<file path="src/rtl/gvp_seq_pkg.sv">
// Shared types and constants for the GVP program sequencer: FSM state codes,
// 512-bit vector block field layout and the terminator block helper.
package gvp_seq_pkg;

  localparam int unsigned GVP_BLOCK_W = 512;
  localparam int unsigned GVP_FIELD_W = 32;

  // Field offsets inside one 512-bit vector block
  localparam int unsigned GVP_ADDR_OFS    = 0;
  localparam int unsigned GVP_N_OFS       = 32;
  localparam int unsigned GVP_IIN_OFS     = 64;
  localparam int unsigned GVP_OPTIONS_OFS = 96;
  localparam int unsigned GVP_NREP_OFS    = 128;
  localparam int unsigned GVP_NEXT_OFS    = 160;
  localparam int unsigned GVP_DX_OFS      = 192;
  localparam int unsigned GVP_DY_OFS      = 224;
  localparam int unsigned GVP_DZ_OFS      = 256;
  localparam int unsigned GVP_DU_OFS      = 288;
  localparam int unsigned GVP_DECI_OFS    = 320;

  typedef logic [3:0] seq_state_t;

  localparam seq_state_t ST_IDLE  = 4'd0;
  localparam seq_state_t ST_ARM   = 4'd1;
  localparam seq_state_t ST_LOAD  = 4'd2;
  localparam seq_state_t ST_SET   = 4'd3;
  localparam seq_state_t ST_GAP   = 4'd4;
  localparam seq_state_t ST_TERM  = 4'd5;
  localparam seq_state_t ST_START = 4'd6;
  localparam seq_state_t ST_RUN   = 4'd7;
  localparam seq_state_t ST_DONE  = 4'd8;

  // n == 0 at the given address marks the end of the program
  function automatic logic [GVP_BLOCK_W-1:0] term_block(input logic [31:0] addr);
    logic [GVP_BLOCK_W-1:0] blk;
    blk = '0;
    blk[GVP_ADDR_OFS +: GVP_FIELD_W] = addr;
    return blk;
  endfunction

endpackage

</file>
<file path="src/rtl/gvp_sequencer_if.sv">
// PS-side vector stream plus GVP control lines, as seen by the sequencer (slave)
// and by whatever drives the stream and models the GVP (master).
interface gvp_sequencer_if;
  import gvp_seq_pkg::*;

  logic [GVP_BLOCK_W-1:0] s_vec_tdata;
  logic                   s_vec_tvalid;
  logic                   s_vec_tready;
  logic                   gvp_reset;
  logic                   gvp_pause;
  logic                   gvp_setvec;
  logic [GVP_BLOCK_W-1:0] gvp_vp_set;
  logic                   gvp_finished;

  modport slave (
    input  s_vec_tdata, s_vec_tvalid, gvp_finished,
    output s_vec_tready, gvp_reset, gvp_pause, gvp_setvec, gvp_vp_set
  );

  modport master (
    output s_vec_tdata, s_vec_tvalid, gvp_finished,
    input  s_vec_tready, gvp_reset, gvp_pause, gvp_setvec, gvp_vp_set
  );

endinterface

</file>
<file path="src/rtl/gvp_seq_fifo.sv">
// First-word fall-through block FIFO, depth 2^DEPTH_N2. full_next is the value
// full takes after this edge, so the owner can register tready without a bubble.
module gvp_seq_fifo
  import gvp_seq_pkg::*;
#(
  parameter int unsigned DEPTH_N2 = 2
) (
  input  logic                   a_clk,
  input  logic                   reset,
  input  logic                   flush,
  input  logic                   wr_en,
  input  logic [GVP_BLOCK_W-1:0] wr_data,
  input  logic                   rd_en,
  output logic [GVP_BLOCK_W-1:0] rd_data,
  output logic                   empty,
  output logic                   full_next
);

  localparam int unsigned DEPTH = 1 << DEPTH_N2;
  localparam logic [DEPTH_N2:0] DEPTH_C = {1'b1, {DEPTH_N2{1'b0}}};

  logic [GVP_BLOCK_W-1:0] mem [DEPTH];
  logic [DEPTH_N2-1:0]    wr_ptr_q, rd_ptr_q;
  logic [DEPTH_N2:0]      count_q, count_d;
  logic                   full_q;
  logic                   do_wr, do_rd;

  assign empty   = (count_q == '0);
  assign rd_data = mem[rd_ptr_q];

  // A push into a full FIFO is fine when the head leaves in the same cycle
  always_comb begin
    do_rd     = rd_en && !empty && !flush;
    do_wr     = wr_en && (!full_q || do_rd) && !flush;
    count_d   = flush ? '0 : count_q + {{DEPTH_N2{1'b0}}, do_wr} - {{DEPTH_N2{1'b0}}, do_rd};
    full_next = (count_d == DEPTH_C);
  end

  always_ff @(posedge a_clk) begin
    if (reset) begin
      wr_ptr_q <= '0;
      rd_ptr_q <= '0;
      count_q  <= '0;
      full_q   <= 1'b0;
    end else begin
      count_q <= count_d;
      full_q  <= full_next;
      if (flush) begin
        wr_ptr_q <= '0;
        rd_ptr_q <= '0;
      end else begin
        if (do_wr) wr_ptr_q <= wr_ptr_q + 1'b1;
        if (do_rd) rd_ptr_q <= rd_ptr_q + 1'b1;
      end
    end
  end

  always_ff @(posedge a_clk) begin
    if (do_wr) mem[wr_ptr_q] <= wr_data;
  end

endmodule

</file>
<file path="src/rtl/gvp_sequencer.sv">
// GVP program loader / run controller: load -> start -> run -> done lifecycle.
// Optional GVP_SEQ_AUTOTERM_EN: cmd_start appends an n==0 terminator block.
module gvp_sequencer
  import gvp_seq_pkg::*;
#(
  parameter int unsigned NUM_VECTORS_N2 = 4,
  parameter int unsigned FIFO_DEPTH_N2  = 2,
  parameter int unsigned RESET_SETTLE   = 12
) (
  input  logic                    a_clk,
  input  logic                    reset,
  gvp_sequencer_if.slave          gvp_bus,
  input  logic                    cmd_load,
  input  logic                    cmd_start,
  input  logic                    cmd_abort,
  input  logic                    host_pause,
  input  logic [31:0]             setvec_hold,
  output logic                    busy,
  output logic                    running,
  output logic                    done,
  output logic                    err,
  output logic [NUM_VECTORS_N2:0] vec_count
);

  localparam int unsigned CNT_W       = NUM_VECTORS_N2 + 1;
  localparam logic [31:0] SETTLE_LAST = 32'(RESET_SETTLE - 1);
`ifdef GVP_SEQ_AUTOTERM_EN
  localparam logic [CNT_W-1:0] VEC_LIMIT = {1'b1, {NUM_VECTORS_N2{1'b0}}};
`endif

  seq_state_t             state_q, state_d;
  logic [31:0]            cnt_q, cnt_d;
  logic [31:0]            hold_last;
  logic [CNT_W-1:0]       vec_count_q, vec_count_d;
  logic                   err_q, err_d;
  logic [GVP_BLOCK_W-1:0] vp_set_q, vp_set_d;
  logic                   gvp_reset_q, gvp_pause_q, gvp_setvec_q, tready_q;
  logic                   busy_q, running_q, done_q;
`ifdef GVP_SEQ_AUTOTERM_EN
  logic                   term_q, term_d;
`endif

  logic                   fifo_flush, fifo_push, fifo_pop, fifo_empty, fifo_full_next;
  logic [GVP_BLOCK_W-1:0] fifo_rd_data;

  assign fifo_push = gvp_bus.s_vec_tvalid && tready_q;
  assign hold_last = (setvec_hold == 32'd0) ? 32'd0 : setvec_hold - 32'd1;

  gvp_seq_fifo #(
    .DEPTH_N2 (FIFO_DEPTH_N2)
  ) u_fifo (
    .a_clk     (a_clk),
    .reset     (reset),
    .flush     (fifo_flush),
    .wr_en     (fifo_push),
    .wr_data   (gvp_bus.s_vec_tdata),
    .rd_en     (fifo_pop),
    .rd_data   (fifo_rd_data),
    .empty     (fifo_empty),
    .full_next (fifo_full_next)
  );

  // cnt_q restarts at 0 on every state change; timed states leave after cnt_q reaches *_last
  always_comb begin
    state_d     = state_q;
    cnt_d       = 32'd0;
    vec_count_d = vec_count_q;
    err_d       = err_q;
    vp_set_d    = vp_set_q;
    fifo_pop    = 1'b0;
    fifo_flush  = 1'b0;
`ifdef GVP_SEQ_AUTOTERM_EN
    term_d      = term_q;
`endif
    if (cmd_abort) begin
      state_d    = ST_IDLE;
      fifo_flush = 1'b1;
    end else begin
      case (state_q)
        ST_IDLE, ST_DONE: begin
          if (cmd_load) begin
            state_d     = ST_ARM;
            vec_count_d = '0;
            err_d       = 1'b0;
            fifo_flush  = 1'b1;
          end
        end
        ST_ARM: begin
          if (cnt_q >= SETTLE_LAST) state_d = ST_LOAD;
          else                      cnt_d   = cnt_q + 32'd1;
        end
        ST_LOAD: begin
          if (!fifo_empty) begin
            fifo_pop = 1'b1;
            vp_set_d = fifo_rd_data;
            state_d  = ST_SET;
`ifdef GVP_SEQ_AUTOTERM_EN
            term_d   = 1'b0;
`endif
          end else if (cmd_start) begin
            if (vec_count_q == '0) begin
              err_d = 1'b1;
            end else begin
`ifdef GVP_SEQ_AUTOTERM_EN
              state_d = ST_TERM;
`else
              state_d = ST_START;
`endif
            end
          end
        end
        ST_SET: begin
          if (cnt_q >= hold_last) begin
            state_d = ST_GAP;
            if (vec_count_q != '1) vec_count_d = vec_count_q + 1'b1;
          end else begin
            cnt_d = cnt_q + 32'd1;
          end
        end
        ST_GAP: begin
          if (cnt_q >= 32'd1) begin
`ifdef GVP_SEQ_AUTOTERM_EN
            state_d = term_q ? ST_START : ST_LOAD;
`else
            state_d = ST_LOAD;
`endif
          end else begin
            cnt_d = cnt_q + 32'd1;
          end
        end
`ifdef GVP_SEQ_AUTOTERM_EN
        ST_TERM: begin
          if (vec_count_q >= VEC_LIMIT) begin
            err_d   = 1'b1;
            state_d = ST_LOAD;
          end else begin
            vp_set_d = term_block(32'(vec_count_q));
            term_d   = 1'b1;
            state_d  = ST_SET;
          end
        end
`endif
        ST_START: begin
          if (cnt_q >= SETTLE_LAST) state_d = ST_RUN;
          else                      cnt_d   = cnt_q + 32'd1;
        end
        ST_RUN: begin
          if (gvp_bus.gvp_finished) state_d = ST_DONE;
        end
        default: state_d = ST_IDLE;
      endcase
    end
  end

  // Outputs are registered from the next state so they line up with state_q
  always_ff @(posedge a_clk) begin
    if (reset) begin
      state_q      <= ST_IDLE;
      cnt_q        <= 32'd0;
      vec_count_q  <= '0;
      err_q        <= 1'b0;
      vp_set_q     <= '0;
      gvp_reset_q  <= 1'b1;
      gvp_pause_q  <= 1'b0;
      gvp_setvec_q <= 1'b0;
      tready_q     <= 1'b0;
      busy_q       <= 1'b0;
      running_q    <= 1'b0;
      done_q       <= 1'b0;
`ifdef GVP_SEQ_AUTOTERM_EN
      term_q       <= 1'b0;
`endif
    end else begin
      state_q      <= state_d;
      cnt_q        <= cnt_d;
      vec_count_q  <= vec_count_d;
      err_q        <= err_d;
      vp_set_q     <= vp_set_d;
      gvp_reset_q  <= !(state_d inside {ST_START, ST_RUN, ST_DONE});
      gvp_pause_q  <= (state_d == ST_RUN) && host_pause;
      gvp_setvec_q <= (state_d == ST_SET);
      tready_q     <= (state_d inside {ST_LOAD, ST_SET, ST_GAP}) && !fifo_full_next;
      busy_q       <= !(state_d inside {ST_IDLE, ST_DONE});
      running_q    <= (state_d == ST_RUN);
      done_q       <= (state_q == ST_RUN) && (state_d == ST_DONE);
`ifdef GVP_SEQ_AUTOTERM_EN
      term_q       <= term_d;
`endif
    end
  end

  assign gvp_bus.s_vec_tready = tready_q;
  assign gvp_bus.gvp_reset    = gvp_reset_q;
  assign gvp_bus.gvp_pause    = gvp_pause_q;
  assign gvp_bus.gvp_setvec   = gvp_setvec_q;
  assign gvp_bus.gvp_vp_set   = vp_set_q;
  assign busy                 = busy_q;
  assign running              = running_q;
  assign done                 = done_q;
  assign err                  = err_q;
  assign vec_count            = vec_count_q;

endmodule
</file>
<file path="src/flat_wrapper.sv">
// flat-port wrapper written by rule: the top's interface ports become plain ports
module gvp_sequencer_flat import gvp_seq_pkg::*;
#(
  parameter int unsigned NUM_VECTORS_N2 = 4,
  parameter int unsigned FIFO_DEPTH_N2  = 2,
  parameter int unsigned RESET_SETTLE   = 12
)
  (a_clk, reset, cmd_load, cmd_start, cmd_abort, host_pause, setvec_hold, busy, running, done, err, vec_count, gvp_bus_s_vec_tdata, gvp_bus_s_vec_tvalid, gvp_bus_gvp_finished, gvp_bus_s_vec_tready, gvp_bus_gvp_reset, gvp_bus_gvp_pause, gvp_bus_gvp_setvec, gvp_bus_gvp_vp_set);
  gvp_sequencer_if gvp_bus_i ();
  input  logic a_clk;
  input  logic reset;
  input  logic cmd_load;
  input  logic cmd_start;
  input  logic cmd_abort;
  input  logic host_pause;
  input  logic [31:0] setvec_hold;
  output logic busy;
  output logic running;
  output logic done;
  output logic err;
  output logic [NUM_VECTORS_N2:0] vec_count;
  input wire logic [$bits(gvp_bus_i.s_vec_tdata)-1:0] gvp_bus_s_vec_tdata;
  input wire logic [$bits(gvp_bus_i.s_vec_tvalid)-1:0] gvp_bus_s_vec_tvalid;
  input wire logic [$bits(gvp_bus_i.gvp_finished)-1:0] gvp_bus_gvp_finished;
  output wire logic [$bits(gvp_bus_i.s_vec_tready)-1:0] gvp_bus_s_vec_tready;
  output wire logic [$bits(gvp_bus_i.gvp_reset)-1:0] gvp_bus_gvp_reset;
  output wire logic [$bits(gvp_bus_i.gvp_pause)-1:0] gvp_bus_gvp_pause;
  output wire logic [$bits(gvp_bus_i.gvp_setvec)-1:0] gvp_bus_gvp_setvec;
  output wire logic [$bits(gvp_bus_i.gvp_vp_set)-1:0] gvp_bus_gvp_vp_set;
  assign gvp_bus_i.s_vec_tdata = gvp_bus_s_vec_tdata;
  assign gvp_bus_i.s_vec_tvalid = gvp_bus_s_vec_tvalid;
  assign gvp_bus_i.gvp_finished = gvp_bus_gvp_finished;
  assign gvp_bus_s_vec_tready = gvp_bus_i.s_vec_tready;
  assign gvp_bus_gvp_reset = gvp_bus_i.gvp_reset;
  assign gvp_bus_gvp_pause = gvp_bus_i.gvp_pause;
  assign gvp_bus_gvp_setvec = gvp_bus_i.gvp_setvec;
  assign gvp_bus_gvp_vp_set = gvp_bus_i.gvp_vp_set;
  gvp_sequencer #(.NUM_VECTORS_N2(NUM_VECTORS_N2), .FIFO_DEPTH_N2(FIFO_DEPTH_N2), .RESET_SETTLE(RESET_SETTLE)) u_core (.a_clk(a_clk), .reset(reset), .gvp_bus(gvp_bus_i), .cmd_load(cmd_load), .cmd_start(cmd_start), .cmd_abort(cmd_abort), .host_pause(host_pause), .setvec_hold(setvec_hold), .busy(busy), .running(running), .done(done), .err(err), .vec_count(vec_count));
endmodule
</file>
<file path="config.mk">
export PLATFORM = sky130hd
export DESIGN_NAME = gvp_sequencer_flat
export DESIGN_NICKNAME = d
export VERILOG_FILES = /design/src/rtl/gvp_seq_pkg.sv /design/src/rtl/gvp_sequencer_if.sv /design/src/rtl/gvp_seq_fifo.sv /design/src/rtl/gvp_sequencer.sv /design/src/flat_wrapper.sv
export SDC_FILE = /design/constraint.sdc
export NUM_CORES = 2
export LEC_CHECK = 0
export CAP_MARGIN = 20
export CORE_AREA = 2 2 566 428
export CTS_CLUSTER_DIAMETER = 120
export DETAILED_ROUTE_END_ITERATION = 16
export DIE_AREA = 0 0 568 430
export MAX_ROUTING_LAYER = met4
export PLACE_DENSITY_LB_ADDON = 0.3
export SYNTH_ARGS = -nofsm -noshare
export SYNTH_HDL_FRONTEND = slang
export SYNTH_SLANG_ARGS = --single-unit
</file>
<file path="constraint.sdc">
create_clock -name a_clk -period 16.6 [get_ports a_clk]
set_input_delay 3.32 -clock a_clk [delete_from_list [all_inputs] [get_ports a_clk]]
set_output_delay 3.32 -clock a_clk [all_outputs]
set_load 0.02 [all_outputs]
</file>
==> results by group <==
Run status
  • Outcome: complete, no violations

Timing
  • Total negative slack: 0 ps
  • RSZ-0062 raised after global routing: false
  • Setup WS post-layout: just under 9000 ps
  • Tmin final: 7680 ps
  • Setup violators final: 0
  • Worst clock skew: approximately 70 ps
  • Fin. max-slew vios: 0
  • Hold Violations, Final: 0
  • Slew headroom: 0.263
  • Max Clk Rate: 130 MHz
  • Worst Tran Pin Value: 1110 ps
  • Period utilization: 0.463

Route
  • Starting DRT DRC Count: ~4500
  • DR pass1 iterations: 6
  • Total wire length: about 250 mm
  • Routed wire per std cell: ~25 µm
  • Final ANT Viol Nets: 0
  • Post-DR vias/cell: between 5 and 6
  • Vias after detailed routing: between 50000 and 60000
  • Drc violations: 0

Floorplanning
  • Die Area: around 240000 µm²
  • I/O pin cnt: 1077
  • Row cnt: 156
  • Die W: 568 µm
  • Core ar.: 239000 µm²
  • Chip Height: between 400 and 500 µm
  • Initial Utilization: 0.398

CTS
  • PostCTS Resize Cnt: 0
  • Htree depth: 4
  • Post-cts hold buffer count: 0
  • Clock Tree Root: clkbuf_16
  • CTS tree: built
  • Clk Latency, worst-skew pair: around 900 ps
  • Clk slew on worst S/H paths: ~60 ps
  • Number of clock sinks: between 2000 and 3000
  • Post-CTS Setup Inserts: 0
  • CTS Buf Count: around 250
  • Clock buffer depth: 4

Global route
  • Vias in the first global route: ~51000
  • Congestion Overflow GR: 0
  • Initial antenna violation count: 81
  • Largest net degree at the start of global routing: between 100 and 150
  • First-pass GRT wire length: around 360 mm
  • Global Route Usage Sum: 0.207

Yosys
  • Multiplexer share of the synthesized area: 0.122
  • Number of synthesized flops with an enable pin: about 2000
  • Synth Cell Area: about 95000 µm²
  • Seq cells post-synth: 2617
  • Syn Nets: between 6000 and 7000
  • Compound-Gate Fraction of Synth Area: 0.0318
  • Ys flop type: edfxtp_1
  • Synth Instances: approximately 5400
  • Synth unique cells: just over 60
  • Simple-Gate Fraction of Synth Area: 0.0544
  • Post-synthesis xor/xnor area fraction: 0.00571
  • Avg Cell Area, Syn: approximately 18 µm²
  • Main combinational cell family by area after synthesis: multiplexers
  • Synth Area in Adders: 0.00627
  • Register area share after synthesis: 0.767
  • Ys async rst share: 0
  • Syn. warnings: 0

Critical path
  • Crit Path Max Fanout: 74
  • R2R setup slack: roughly 11000 ps
  • Critical Path End: u_core.gvp_bus.gvp_vp_set[195]
  • WP buf/inv: 5
  • Crit path kind: input port to register
  • Worst flop-to-flop path startpoint: u_core.state_q[3]
  • CP delay by family, top: buffers and inverters
  • Stages on the worst setup path: 8
  • Worst stage delay on the critical path: between 800 and 900 ps
  • Cell repeated most along the worst path: buf_4
  • CP max stage cell: buf_4
  • Cells on worst reg2reg path: 10
  • CP Capture Type: register
  • Worst Path Arrival: approximately 8400 ps
  • CP startpoint kind: input port
  • Req. time, crit path: around 17000 ps
  • Critical Path Start: cmd_abort
  • Crit-path cells: clkdlybuf4s50_1 -> or2_4 -> buf_4 -> buf_4 -> buf_4 -> buf_4 -> nand2_1 -> a21oi_1
  • Reg2reg end: u_core.gvp_bus.gvp_vp_set[195]

Finish
  • Area grow syn2layout: 24.2%
  • Cell area after layout: 118000 µm²
  • Ratio of cells with drive above 1 in the final layout: 0.145
  • # fillers: 19800
  • Register area: approximately 73000 µm²
  • Final nets: between 7000 and 8000
  • Footprint of the multi-input gates: 20900 µm²

Pwr
  • Reg power frac: 0.534
  • Logic pwr share: 0.018
  • Cell Pwr Density: about 110 nW/µm²
  • P_leak: between 30 and 40 nW
  • Tot Pwr: roughly 13 mW
  • Worst IR Drop VDD: about 100 µV
  • Switching Share: 0.192
  • Clk pwr share: 0.448
  • NetSw: between 2 and 3 mW
  • P_int: 10.7 mW

Placed design
  • PortBufs: ~1100
  • DP HPWL: 161 mm
  • Post-Place Worst Slack: 7940 ps
  • RD Place Congestion: around 0.87
  • Placed inst area: about 110000 µm²

Job
  • Max Cap Viol: 0

Worst hold path
  • Hold/Removal Path Class: register to register
layer usage:
layer  vias up  global-route usage  share of wire
met2      1581               0.328           0.49
met1     26900               0.262           0.41
met5         -                   -              0
met4         0              0.0674          0.032
li1      23000                   -              -
met3       391              0.0502          0.069
layout make-up:
class                      count  share of cell area
antenna                       69             0.00146
sequential                  2617               0.618
clock buffer                 345              0.0590
timing repair buffer        1143              0.0968
multi-input combinational   2484               0.177
tap                         3160              0.0335
inverter                      20            0.000700
clock inverter               118              0.0137
how the worst min path moves through the flow:
stage / end / from / depth (start not counted) / slack [ps]
3_5_place_dp: u_core.gvp_bus.gvp_vp_set[481] / u_core.gvp_bus.gvp_vp_set[481] / 2 / 450
6_report: u_core.gvp_bus.gvp_vp_set[427] / u_core.gvp_bus.gvp_vp_set[427] / 2 / 450
3_3_place_gp: u_core.gvp_bus.gvp_vp_set[25] / u_core.gvp_bus.gvp_vp_set[25] / 2 / 440
2_1_floorplan: u_core.cnt_q[0] / u_core.cnt_q[0] / 1 / 460
5_1_grt: u_core.gvp_bus.gvp_vp_set[351] / u_core.gvp_bus.gvp_vp_set[351] / 2 / 470
4_1_cts: u_core.gvp_bus.gvp_vp_set[481] / u_core.gvp_bus.gvp_vp_set[481] / 2 / 450
cell usage in the layout, fill, tap and decap left out, drive strengths merged, types with 3 or more instances in the layout:
master / count
nor3: 18
a21oi: 532
nand4: 16
o21ai: 12
nor2b: 3
o21a: 7
clkinvlp: 14
or2: 4
clkdlybuf4s50: 1075
and2: 7
nor4: 20
edfxtp: 2048
nand2: 1077
nand3: 24
nand3b: 3
mux4: 512
buf: 68
nand2b: 7
bufinv: 36
inv: 26
xor2: 35
or4: 4
nor2: 78
xnor2: 27
and3: 8
and4: 3
diode: 69
ha: 46
clkinv: 62
dfxtp: 569
clkbuf: 345
o41a: 3
mux2i: 3
sequential cells by signal, summed over array words and instances, names as in the netlist:
| signal | flops |
|---|---|
| u_core.busy | 1 |
| u_core.cnt_q | 32 |
| u_core.done | 1 |
| u_core.err | 1 |
| u_core.gvp_bus.gvp_pause | 1 |
| u_core.gvp_bus.gvp_reset | 1 |
| u_core.gvp_bus.gvp_setvec | 1 |
| u_core.gvp_bus.gvp_vp_set | 512 |
| u_core.gvp_bus.s_vec_tready | 1 |
| u_core.running | 1 |
| u_core.state_q | 4 |
| u_core.u_fifo.count_q | 3 |
| u_core.u_fifo.full_q | 1 |
| u_core.u_fifo.mem | 2048 |
| u_core.u_fifo.rd_ptr_q | 2 |
| u_core.u_fifo.wr_ptr_q | 2 |
| u_core.vec_count | 5 |
cell families (layout without fill, tap and decap cells):
| group | count (synthesis) | after routing |
|---|---|---|
| mux | 515 | 515 |
| xor+xnor | 62 | 62 |
| flops | 2617 | 2617 |
| fa+ha+maj | 47 | 47 |
| buf+inv | 318 | 1626 |
| other cells | 0 | 69 |
| simple gates | 1283 | 1283 |
| compound gates | 577 | 577 |
worst min-delay path, cell delays in order (launching register included):
cell,delay [ps]
dfxtp_1,310
nand2_1,50
a21oi_1,50
Yosys cell counts, drive strengths merged, types with 3 or more instances:
| master | n | area [µm²] |
|---|---|---|
| o21a | 7 | 52.6 |
| nor3 | 18 | 111 |
| o41a | 3 | 43.8 |
| nand2 | 1077 | 4040 |
| or2 | 4 | 25.0 |
| nor2b | 3 | 18.8 |
| o21ai | 12 | 63.8 |
| clkbuf | 211 | 792 |
| and2 | 7 | 43.8 |
| buf | 87 | 404 |
| nand3 | 24 | 120 |
| xor2 | 35 | 307 |
| nand4 | 16 | 100 |
| or4 | 4 | 30.0 |
| nand3b | 3 | 22.5 |
| mux4 | 512 | 11500 |
| xnor2 | 27 | 236 |
| a21oi | 532 | 2660 |
| ha | 46 | 576 |
| nand2b | 7 | 43.8 |
| and3 | 8 | 50.1 |
| and4 | 3 | 26.3 |
| nor2 | 78 | 295 |
| mux2i | 3 | 30.0 |
| edfxtp | 2048 | 61500 |
| nor4 | 20 | 138 |
| inv | 20 | 75.1 |
| dfxtp | 569 | 11400 |
power groups by stage:
| stage | combinational, mW | sequential, mW | clock (mW) |
|---|---|---|---|
| 2_1_floorplan | 0.0318 | 7.19 | 0 |
| 3_3_place_gp | 0.224 | 7.19 | 0 |
| 3_5_place_dp | 0.234 | 7.19 | 0 |
| 4_1_cts | 0.235 | 7.05 | 6.05 |
| 5_1_grt | 0.252 | 7.05 | 6.29 |
| 6_report | 0.237 | 7.05 | 5.91 |
metrics by stage:
| stage | utilization | cells | hold WS [ps] |
|---|---|---|---|
| finish | 0.494 | 9956 | 452 |
| global route | 0.494 | 9955 | 472 |
| CTS | 0.493 | 9887 | 454 |
| detailed placement | 0.457 | 9424 | 446 |
| global placement | 0.457 | 9424 | 441 |
| floorplan | - | 5419 | 456 |
Power figures use the tool's default switching activity.
